==> src/rtl/mux_scan_ctrl.sv <==
// mux_scan_ctrl: walks a downstream 4:1 mux through channels 0..3, holding
// each select for SETTLE+1 cycles and sampling mux_out on the last one.
// The completed 4-bit word is published on data with a one-cycle valid.
// Optional build macro MUX_SCAN_CONT_EN adds the cont port; while cont is
// high, DONE restarts a scan directly instead of returning to IDLE.
module mux_scan_ctrl #(
  parameter int unsigned SETTLE = 1
) (
  input  logic       clock,
  input  logic       reset,
  input  logic       start,
  input  logic       mux_out,
`ifdef MUX_SCAN_CONT_EN
  input  logic       cont,
`endif
  output logic       s1,
  output logic       s0,
  output logic [3:0] data,
  output logic       valid,
  output logic       busy
);

  typedef enum logic [1:0] {IDLE, SCAN, DONE} state_t;

  localparam logic [3:0] SETTLE_C = 4'(SETTLE);

  state_t     state;
  logic [1:0] ch;
  logic [3:0] cnt;
  logic [3:0] shadow;
  logic       rescan;

  // back-to-back scan request; tied off when the continuous mode is not built
`ifdef MUX_SCAN_CONT_EN
  assign rescan = cont;
`else
  assign rescan = 1'b0;
`endif

  // scan FSM; selects, busy, valid and data are all registered here
  always_ff @(posedge clock or posedge reset) begin
    if (reset) begin
      state  <= IDLE;
      ch     <= 2'd0;
      cnt    <= 4'd0;
      shadow <= 4'd0;
      data   <= 4'd0;
      s1     <= 1'b0;
      s0     <= 1'b0;
      valid  <= 1'b0;
      busy   <= 1'b0;
    end else begin
      case (state)
        IDLE: begin
          valid <= 1'b0;
          if (start) begin
            state      <= SCAN;
            ch         <= 2'd0;
            cnt        <= SETTLE_C;
            {s1, s0}   <= 2'b00;
            busy       <= 1'b1;
          end
        end
        SCAN: begin
          if (cnt != 4'd0) begin
            cnt <= cnt - 4'd1;
          end else begin
            shadow[ch] <= mux_out;
            if (ch == 2'd3) begin
              // shadow[3] is written this same edge, so take it from mux_out
              state    <= DONE;
              data     <= {mux_out, shadow[2:0]};
              valid    <= 1'b1;
              {s1, s0} <= 2'b00;
            end else begin
              ch       <= ch + 2'd1;
              cnt      <= SETTLE_C;
              {s1, s0} <= ch + 2'd1;
            end
          end
        end
        DONE: begin
          valid <= 1'b0;
          if (rescan) begin
            state    <= SCAN;
            ch       <= 2'd0;
            cnt      <= SETTLE_C;
            {s1, s0} <= 2'b00;
          end else begin
            state <= IDLE;
            busy  <= 1'b0;
          end
        end
        default: begin
          state <= IDLE;
          busy  <= 1'b0;
          valid <= 1'b0;
        end
      endcase
    end
  end

endmodule

==> config.mk <==
export PLATFORM = sky130hd
export DESIGN_NAME = mux_scan_ctrl
export DESIGN_NICKNAME = d
export VERILOG_FILES = /design/src/rtl/mux_scan_ctrl.sv
export SDC_FILE = /design/constraint.sdc
export NUM_CORES = 1
export LEC_CHECK = 0
export ABC_AREA = 1
export BUFFER_PORTS_ARGS = -buffer_cell sky130_fd_sc_hd__buf_2
export CORE_MARGIN = 8
export CORE_UTILIZATION = 35
export DETAILED_ROUTE_END_ITERATION = 10
export PLACE_DENSITY_LB_ADDON = 0.15
export SYNTH_ARGS = -nofsm -noshare
export SYNTH_HDL_FRONTEND = slang
export SYNTH_SLANG_ARGS = --single-unit
==> constraint.sdc <==
create_clock -name clock -period 2.8 [get_ports clock]
set_input_delay 0.14 -clock clock [delete_from_list [all_inputs] [get_ports clock]]
set_output_delay 0.14 -clock clock [all_outputs]
set_load 0.01 [all_outputs]
* Word-level counts from Yosys, hierarchy flattened
Index checks and enable logic that the tools add are counted.
Storage, ports and cells: input port bits 4, logic and storage cells 61, bits in registers 20, output and inout port bits 8
Operators by class: equal/unequal tests 7, add/subtract/negate cells 2, reductions and logical operators 12, bitwise logic cells 2, magnitude comparators 2, mux-type cells 27
Operators with widths (number):
- $mux W2 | 6
- $mux W4 | 3
- $reduce_and A3 Y1 | 4
- $mux W1 | 10
- $ne A2 B2 Y1 const B | 4
- $pmux W2 S2 | 2
- $pmux W4 S2 | 1
- $pmux W1 S2 | 3
- $reduce_and A2 Y1 | 3
- $bwmux W4 | 1
- $reduce_and A4 Y1 | 1
- $reduce_bool A4 Y1 | 1
- $sub A4 B1 Y4 const B | 1
- $lt A2 B3 Y1 const B | 1
- $ne A3 B3 Y1 const B | 1
- $add A2 B1 Y2 const B | 1
- $demux W1 S2 | 1
- $eq A2 B1 Y1 const B | 1
- $eq A2 B2 Y1 const B | 1
- $ge A2 B1 Y1 const B | 1
- $logic_not A2 Y1 | 1
- $not A1 Y1 | 2
- $reduce_bool A2 Y1 | 1
- $logic_and A1 B1 Y1 | 1

* Longest topological paths before layout
Gate-level depths: netlist of the first run.
depth after elaboration 5, depth in mapped cells 7, gate-level depth less buffers 7

* Worst setup path before layout of the first run
No wires, ideal clock.
path type reg2reg, start point register cnt[0], end point register shadow[0], period minus slack after synthesis 1.215 ns, required time 2.684 ns, data arrival time 1.099 ns, path buffers 0, library setup time 0.116 ns, setup slack 1.585 ns, cell stages (with the launch flop) 8, path through dfrtp_1 inv_1 ha_1 nand2_4 nor2_4 nand2_1 nand2_1 nand2_1
On the way: word-level cells in the longest chain between the ends 3
Ends and longest elaborated chain:
- start, declared | line 29 | logic [3:0] cnt;
- start signal, assigned | line 66 | cnt <= cnt - 4'd1;
- $reduce_bool A4 Y1 | line 65 | if (cnt != 4'd0) begin
- $not A1 Y1 (no source line)
- $reduce_and A2 Y1 (no source line)
- end signal, assigned by index | line 68 | shadow[ch] <= mux_out;
- end, declared | line 30 | logic [3:0] shadow;
No other way between the ends. A chain may end at the register's enable or synchronous reset.

* Worst setup path after layout of the first run
Ends and elaborated chain as after synthesis.

==> results of run 1 <==
[Yosys cell counts, drive strengths merged]
cell | count | area share (%)
o21ai | 1 | 0.89
nor2 | 4 | 4.7
clkinv | 1 | 0.51
nand4 | 4 | 4.1
dfrtp | 19 | 48
ha | 6 | 7.7
nand3 | 15 | 8.2
nand2 | 46 | 19
xor2 | 1 | 0.89
inv | 12 | 4.6
or2 | 1 | 0.64
[cell type report]
class                   instances  area share (%)
well taps                      31            3.49
multi-input cells              78            41.0
repair buffers                 12            5.86
clock buffers                   4            2.36
inverters                      13            4.50
flip-flops and latches         19            42.8
[path summary, 6_finish.rpt]
path                               startpoint                     to  slack, ns  depth (start not counted)
max in group asynchronous               reset   state[0]$_DFFE_PP0P_       1.85                          3
min in group asynchronous               reset  shadow[2]$_DFFE_PP0P_       0.49                          3
hold reg to reg              busy$_DFFE_PP0P_       busy$_DFFE_PP0P_       0.48                          2
hold / removal                        mux_out    data[3]$_DFFE_PP0P_        0.1                          3
setup / recovery           cnt[0]$_DFFE_PP0P_  shadow[0]$_DFFE_PP0P_       1.47                          7
setup reg to reg           cnt[0]$_DFFE_PP0P_  shadow[0]$_DFFE_PP0P_       1.47                          7
[state kept, by name, indices dropped and copies added, names as in the netlist]
register / count
valid: 1
cnt: 4
s0: 1
data: 4
state: 2
s1: 1
busy: 1
ch: 2
shadow: 3
[power breakdown]
group | total [mW] | switching (mW) | internal (mW) | leakage [nW]
clock | 0.138 | 0.0824 | 0.0554 | 0.0150
sequential | 0.482 | 0.0886 | 0.393 | 0.222
combinational | 0.480 | 0.291 | 0.188 | 0.368
total | 1.10 | 0.462 | 0.637 | 0.605
[cells in the final DEF (no fill, tap or decap)]
cell type / instances
o21ai_2: 1
nand2_4: 2
buf_2: 11
nand4_1: 3
dlygate4sd3_1: 1
nor2_4: 2
nor2_1: 1
nand2_2: 1
nand4_4: 1
clkbuf_4: 3
dfrtp_1: 19
xor2_1: 1
nand3_1: 14
inv_2: 3
nand2_1: 43
ha_1: 6
inv_1: 9
nor2_8: 1
clkinv_2: 1
clkbuf_1: 1
nand3_2: 1
or2_0: 1
[critical path, stage by stage, from the launching register on]
cell,delay [ns]
dfrtp_1,0.41
inv_1,0.12
ha_1,0.27
nand2_4,0.11
nor2_4,0.14
nand2_1,0.07
nand2_1,0.05
nand2_1,0.04
[per-layer routing]
| metal | GRT usage, % | wire length, µm | vias up |
|---|---|---|---|
| met5 | 0 | 0 | - |
| met2 | 11.7 | 743 | 15 |
| met1 | 11.2 | 908 | 326 |
| li1 | - | - | 380 |
| met4 | 0.752 | 11 | 0 |
| met3 | 3.55 | 118 | 2 |
[cell families (layout without fill, tap and decap cells)]
group | Yosys count | after routing
fa+ha+maj | 6 | 6
simple gates | 70 | 70
flops | 19 | 19
buf+inv | 13 | 29
xor+xnor | 1 | 1
compound gates | 1 | 1
[timing repair]
item	in CTS	in global routing
resized for setup	0	0
setup buffers	0	0
hold buffers	1	0
endpoints found under the hold margin	19	0
[through the flow]
| step | power [mW] | setup WS [ns] | util (%) | hold WS, ns | cells |
|---|---|---|---|---|---|
| after floorplan | 0.840 | 1.59 | - | 0.0911 | 110 |
| after global placement | 0.975 | 1.51 | 39.7 | 0.312 | 152 |
| after detailed placement | 0.976 | 1.48 | 39.7 | 0.308 | 152 |
| after CTS | 1.12 | 1.47 | 41.0 | 0.0877 | 157 |
| after global routing | 1.21 | 1.34 | 41.0 | 0.100 | 157 |
| final | 1.10 | 1.47 | 41.0 | 0.0992 | 157 |
==> run_results.csv, run 1 <==
group,metric,value,unit
synthesis,synth_simple_gate_area_share,37.0,%
timing,slew_headroom,51.7,%
timing,min_period,1.33,ns
setup_path,worstPathArrival,1.52,ns
global_route,grt_max_degree,20,
clock_network,root_buffer,"clkbuf_4",
clock_network,cts_buffers,3,
synthesis,netlist_instances,110,
placement,io_buffers,11,
global_route,grt_pass1_wl,2.99,mm
setup_path,crit_path_start_kind,"flop",
finish,post_route_cells_drive_above_1_share,21.4,%
die,die_w,68.9,µm
setup_path,endpoint_kind,"flop",
drt,drtIter0Drc,36,
timing,finalCritPeriodShare,47.5,%
power,leakage,0.605,nW
die,dieArea,4750,µm²
timing,setup_viol,0,
synthesis,synthAdderAreaFrac,7.65,%
timing,rsz0062_at_grt,"no",
finish,multi_input_comb_area,455,µm²
setup_path,critPathKind,"flop to flop",
finish,nets,137,
timing,slew_violations,0,
global_route,grt-ovfl-total,0,
timing,tightest_slew,0.724,ns
die,ios,12,
drt,wl_per_cell,11.4,µm
drt,wl,1.78,mm
finish,n_fill_cell,276,
min_path,hold_class,"primary input to flop",
drt,first_pass_iters,4,
setup_path,crit_required,2.99,ns
clock_network,clock_sinks,19,
finish,areaGrowthSynthToFinish,13.3,%
clock_network,cts_tree,"done",
finish,design_area,1110,µm²
clock_network,clk_latency,0.29,ns
synthesis,synth_area_per_cell,8.92,µm²
synthesis,yosys.area_share.xor_xnor,0.893,%
synthesis,synth_mux_area_share,0,%
placement,globalplace.congestion,0.706,
timing,fmax,0.751,GHz
timing,fin_setup_tns,0,ns
synthesis,ys_types,18,
drt,drcViolationCount,0,
synthesis,yosys_warnings,0,
drt,vias,723,
global_route,grtUsageTotal,8.10,%
setup_path,critPathMaxFanout,6,
placement,dp_hpwl,1.39,mm
synthesis,syn_area,981,µm²
clock_network,h-tree-depth,1,
synthesis,synth_compound_area_share,0.893,%
die,dieHeight,68.9,µm
global_route,first_global_vias,668,
timing,hold_viol,0,
synthesis,synth_seq_area_share,48.5,%
job,cap_violations,0,
synthesis,syn_nets,120,
die,core,2710,µm²
power,power.density,989,nW/µm²
synthesis,synth_top_family_by_area,"simple AND/OR/NAND/NOR gates",
synthesis,ys_seq_elements,19,
placement,place_area,1070,µm²
clock_network,clock_path_buffers,2,
die,row_count,19,
die,start_util,36.2,%
power,ir_drop,0.000604,V
clock_network,path_clk_slew,0.11,ns
finish,regArea,475,µm²
timing,timing.clock.skew,0.00843,ns
run_status,outcome,"finished, final reports clean",
global_route,antenna_found_initial,0,
finish,antenna_cells,0,
drt,drtAntennaViolNets,0,
drt,viasPerCell,4.61,
Power figures use the tool's default switching activity.
==> run 2: changes to the inputs <==
clock period = 1.3 ns   (was 2.8 ns; I/O delays follow)
==> run 2 against run 1 <==
- via count up 5.8%
- die area unchanged
- clock skew down 0.0012 ns
- sequential power up 110%
- global-route usage up 0.91 points
- first-iteration DRC count down 36%
- wire length up 7.5%
- utilization up 2.4 points
- clock power up 120%
- cell area up 5.7%
- critical endpoint is now cnt[1]$_DFFE_PP0P_
==> run_results.csv, run 2 (same netlist as run 1, synthesis figures left out) <==
group,metric,value,unit
setup_path,crit_path_start_kind,"flop",
clock_network,clock_path_buffers,2,
finish,antenna_cells,0,
drt,viasPerCell,4.69,
die,ios,12,
die,dieHeight,68.9,µm
global_route,grt_pass1_wl,3.17,mm
clock_network,cts_buffers,3,
clock_network,root_buffer,"clkbuf_4",
placement,place_area,1110,µm²
die,die_w,68.9,µm
finish,final_util,43.4,%
power,power.density,2140,nW/µm²
clock_network,post_cts_buffers,0,
die,row_count,19,
timing,tightest_slew,0.284,ns
placement,globalplace.congestion,0.709,
power,leakage,0.631,nW
drt,vias,765,
setup_path,endpoint_kind,"flop",
clock_network,cts_tree,"done",
global_route,grt_max_degree,20,
setup_path,crit_required,1.54,ns
finish,final_common_cell,"nand2_1",
global_route,grt-ovfl-total,0,
finish,n_fill_cell,288,
drt,wl,1.92,mm
timing,slew_violations,0,
die,dieArea,4750,µm²
finish,post_route_cells_drive_above_1_share,28.0,%
timing,hold_viol,0,
drt,drtIter0Drc,23,
drt,drcViolationCount,0,
placement,dp_hpwl,1.45,mm
finish,largestRegisters,"cnt: 4 flops, data: 4 flops, shadow: 3 flops",
finish,nets,143,
clock_network,path_clk_slew,0.11,ns
placement,io_buffers,11,
finish,areaGrowthSynthToFinish,19.8,%
finish,final_cell_mix,"43 x nand2_1, 19 x dfrtp_1, 14 x nand3_1",
timing,fmax,0.817,GHz
finish,design_area,1170,µm²
global_route,grtUsageTotal,9.02,%
run_status,outcome,"finished, final reports clean",
timing,setup_viol,0,
die,start_util,36.2,%
die,core,2710,µm²
min_path,hold_class,"primary input to flop",
power,ir_drop,0.000989,V
setup_path,critPathKind,"flop to flop",
clock_network,h-tree-depth,1,
timing,timing.clock.skew,0.00722,ns
global_route,antenna_found_initial,0,
min_path,whs_path_depth,3,
drt,drtAntennaViolNets,0,
global_route,first_global_vias,705,
drt,first_pass_iters,5,
clock_network,clock_sinks,19,
clock_network,clk_latency,0.30,ns
timing,finalCritPeriodShare,94.2,%
power,total_power,2.52,mW
setup_path,reg2reg_depth,5,
timing,slew_headroom,81.0,%
drt,wl_per_cell,11.8,µm
timing,min_period,1.22,ns
setup_path,worstPathArrival,1.47,ns
job,cap_violations,0,
setup_path,critPathMaxFanout,3,
timing,rsz0062_at_grt,"yes",
run 2: worst paths after layout:
path / start / end / slack [ns]
worst max-delay path: cnt[0]$_DFFE_PP0P_ / cnt[1]$_DFFE_PP0P_ / 0.08
worst min-delay path: start / busy$_DFFE_PP0P_ / 0.03
worst max register to register: cnt[0]$_DFFE_PP0P_ / cnt[1]$_DFFE_PP0P_ / 0.08
worst min register to register: s1$_DFFE_PP0P_ / s1$_DFFE_PP0P_ / 0.48
max in group asynchronous: reset / ch[1]$_DFFE_PP0P_ / 0.78
min in group asynchronous: reset / data[2]$_DFFE_PP0P_ / 0.31
run 2: worst max-delay path, cell delays in order, from the launching register on:
cell,delay [ns]
dfrtp_1,0.40
inv_2,0.07
buf_4,0.14
ha_1,0.28
or2_0,0.21
nand2_1,0.07
run 2: what timing repair did:
item / 4_1_cts / 5_1_grt
gates resized for setup: 1 / 4
hold buffers: 2 / 0
endpoints found under the hold margin: 20 / 0
pin swaps: 0 / 1
cloned: 0 / 0
setup endpoints to repair: 1 / 10
run 2: per-layer routing:
metal / global-route usage (%) / routed length (µm)
met5: 0 / 0
met4: 3.01 / 25
met3: 4.20 / 144
met2: 13.2 / 792
met1: 11.4 / 954
run 2: final cells by class:
cell class | instances | area, µm² | area share, %
flip-flops and latches | 19 | 475 | 40.5
multi-input cells | 78 | 470 | 40.0
repair buffers | 18 | 113 | 9.58
inverters | 13 | 50.0 | 4.26
well taps | 31 | 38.8 | 3.30
clock buffers | 3 | 22.5 | 1.92
clock inverters | 1 | 5.00 | 0.426
run 2: per-stage QoR:
stage / hold slack, ns / setup WS, ns / TNS (ns) / instances
global route: 0.0309 / -0.00197 / -0.00197 / 163
finish: 0.0348 / 0.0758 / 0 / 163
CTS: 0.0202 / 0.0393 / 0 / 163
global placement: 0.0977 / 0.0207 / 0 / 157
detailed placement: 0.106 / 0.0153 / 0 / 157
floorplan: 0.0161 / 0.0850 / 0 / 110
run 2: power breakdown:
part / internal, mW / total [mW] / switching [mW]
combinational: 0.497 / 1.19 / 0.691
sequential: 0.846 / 1.03 / 0.183
clock: 0.115 / 0.301 / 0.186
total: 1.46 / 2.52 / 1.06
==> run 3: changes to the inputs <==
ABC_AREA = unset   (was 1)
==> run 3 against run 2 <==
- the run now ends with setup timing left
- power grew 23%
- worst hold slack gained 0.022 ns
- clock-buffer cell count is the same
- register-to-register slack lost 0.49 ns
- non-clock buffer count grew 17
- clock power is essentially flat
- die area shrank 6.5%
- utilization grew 9.8 points
- synthesized cell count shrank 30%
- global-route usage grew 0.55 points
- sequential share of layout area shrank 4.0 points
- cell count shrank 11%
- largest cell class is now multi-input combinational cells
==> run_results.csv, run 3 <==
group,metric,value,unit
run_status,violations,"setup timing",
synthesis,yosys.cell_count.top_type,"dfrtp_1",
die,core,2450,µm²
clock_network,path_clk_slew,0.11,ns
die,dieArea,4440,µm²
die,start_util,36.6,%
global_route,grt-ovfl-total,0,
finish,nets,126,
clock_network,clock_sinks,19,
setup_path,crit_path_start_kind,"flop",
die,row_count,18,
setup_path,endpoint_kind,"flop",
power,leakage,0.648,nW
placement,globalplace.congestion,0.749,
setup_path,reg2reg_depth,5,
setup_path,critPathMaxFanout,6,
synthesis,synth_area_per_cell,11.7,µm²
global_route,grt_max_degree,20,
clock_network,root_buffer,"clkbuf_4",
synthesis,synth_seq_area_share,52.9,%
clock_network,cts_buffers,3,
finish,largestRegisters,"cnt: 4 flops, data: 4 flops, shadow: 3 flops",
setup_path,worstPathArrival,1.90,ns
global_route,met3_usage,2.52,%
drt,first_pass_iters,4,
timing,slew_headroom,72.6,%
drt,wl,1.98,mm
timing,fmax,0.584,GHz
finish,final_cell_mix,"19 x dfrtp_1, 18 x buf_4, 11 x buf_2",
finish,antenna_cells,0,
synthesis,syn_nets,87,
placement,io_buffers,11,
global_route,first_global_vias,720,
timing,whs,0.0568,ns
power,total_power,3.11,mW
job,cap_violations,0,
drt,vias,682,
global_route,grt_pass1_wl,3.24,mm
synthesis,yosys.area.top_type,"dfrtp_1",
synthesis,ys.flop_type,"dfrtp_1",
synthesis,yosysTopAreaCellShare,52.9,%
synthesis,syn_area,898,µm²
synthesis,yosys_warnings,0,
finish,post_route_cells_drive_above_1_share,53.0,%
synthesis,netlist_instances,77,
timing,tightest_slew,0.410,ns
finish,final_util,53.1,%
drt,drtIter0Drc,9,
drt,drtAntennaViolNets,0,
synthesis,synth.area.top_cells,"dfrtp_1 53%, ha_1 8.4%, mux2_2 5.0%",
power,ir_drop,0.00119,V
clock_network,clk_latency,0.29,ns
drt,wl_per_cell,13.7,µm
synthesis,synthArstFlopShare,100,%
die,die_w,66.7,µm
clock_network,cts_tree,"done",
drt,viasPerCell,4.70,
drt,drcViolationCount,0,
min_path,hold_class,"primary input to flop",
finish,areaGrowthSynthToFinish,45.1,%
placement,dp_hpwl,1.35,mm
global_route,grtUsageMet2,15.7,%
die,ios,12,
timing,rsz0062_at_grt,"yes",
run_status,outcome,"finished with violations",
timing,hold_viol,0,
power,power.density,2380,nW/µm²
timing,slew_violations,0,
setup_path,critPathKind,"flop to flop",
timing,timing.clock.skew,0.00240,ns
global_route,antenna_found_initial,0,
finish,n_fill_cell,227,
clock_network,h-tree-depth,1,
timing,setup_ws,-0.411,ns
timing,finalCritPeriodShare,132,%
clock_network,clock_path_buffers,2,
timing,min_period,1.71,ns
global_route,grt.busiest_layer,"met2",
synthesis,synth_common_cells,"19 x dfrtp_1, 8 x nand2_1, 6 x ha_1, 6 x inv_1, 5 x nor2_1",
min_path,whs_path_depth,2,
finish,final_common_cell,"dfrtp_1",
synthesis,synth-edff-count,0,
die,dieHeight,66.7,µm
synthesis,ys_types,25,
synthesis,ys_seq_elements,19,
global_route,grtUsageMet1,11.2,%
timing,setup_viol,18,
global_route,grtUsageTotal,9.56,%
setup_path,crit_required,1.49,ns
-- run 3: cell types whose count changed in the layout (fill, tap and decap cells not counted), moves of 4 or more --
cell     delta
nand2_1    -39
buf_6       +5
nand3_1    -14
nor2_1      +4
mux2_4      +7
buf_4      +13
-- run 3: worst paths after layout --
| kind | startpoint | end | slack [ns] |
|---|---|---|---|
| max | cnt[1]$_DFFE_PP0P_ | data[2]$_DFFE_PP0P_ | -0.41 |
| min | mux_out | data[3]$_DFFE_PP0P_ | 0.06 |
| max reg2reg | cnt[1]$_DFFE_PP0P_ | data[2]$_DFFE_PP0P_ | -0.41 |
| min reg2reg | valid$_DFFE_PP0P_ | valid$_DFFE_PP0P_ | 0.48 |
| max in group asynchronous | reset | shadow[0]$_DFFE_PP0P_ | 0.77 |
| min in group asynchronous | reset | state[0]$_DFFE_PP0P_ | 0.32 |
-- run 3: area by class of cell --
type / count / area (µm²) / share of cell area, %
inverter: 6 / 22.5 / 1.73
multi-input combinational: 51 / 484 / 37.1
timing repair buffer: 35 / 256 / 19.7
tap: 30 / 37.5 / 2.88
clock inverter: 1 / 5.00 / 0.384
sequential: 19 / 475 / 36.5
clock buffer: 3 / 22.5 / 1.73
-- run 3: timing repair --
action                                  in CTS  in global routing
hold buffers                                 1                  0
setup buffers                                5                  5
hold endpoints to repair                    19                  0
pin swaps                                    8                  8
endpoints found under the setup margin      18                 18
gates resized for setup                     23                  4
-- run 3: kinds of logic (layout without fill, tap and decap cells) --
logic type / count (synthesis) / count (layout) / synth area share, %
compound gates: 13 / 13 / 9.75
simple gates: 23 / 23 / 14.5
flops: 19 / 19 / 52.9
buf+inv: 7 / 45 / 3.76
mux: 7 / 7 / 8.77
xor+xnor: 2 / 2 / 1.95
fa+ha+maj: 6 / 6 / 8.36
-- run 3: worst max-delay path: stages (launching register included) --
cell	delay [ns]
dfrtp_1	0.41
inv_2	0.09
ha_4	0.13
or3b_4	0.43
nor2_4	0.23
mux2_4	0.32
-- run 3: where the power goes --
group	leakage (nW)	switching (mW)	total, mW	internal (mW)
combinational	0.398	0.800	1.79	0.992
sequential	0.232	0.152	1.01	0.860
clock	0.0177	0.189	0.304	0.114
total	0.648	1.14	3.11	1.97
-- run 3: per-stage QoR --
stage | setup WS, ns | area [µm²] | setup TNS, ns | instances
2_1_floorplan | -0.374 | 916 | -3.76 | 77
3_3_place_gp | -0.484 | 1100 | -5.53 | 131
3_5_place_dp | -0.521 | 1100 | -5.91 | 131
4_1_cts | -0.421 | 1260 | -5.31 | 141
5_1_grt | -0.464 | 1300 | -6.59 | 145
6_report | -0.411 | 1300 | -5.59 | 145
-- run 3: routing by layer --
layer | share of wire, % | vias to the layer above | wire length, µm
li1 | - | 338 | -
met1 | 46 | 334 | 903
met2 | 51 | 8 | 1020
met3 | 1.9 | 2 | 37
met4 | 1.2 | 0 | 24
met5 | 0 | - | 0
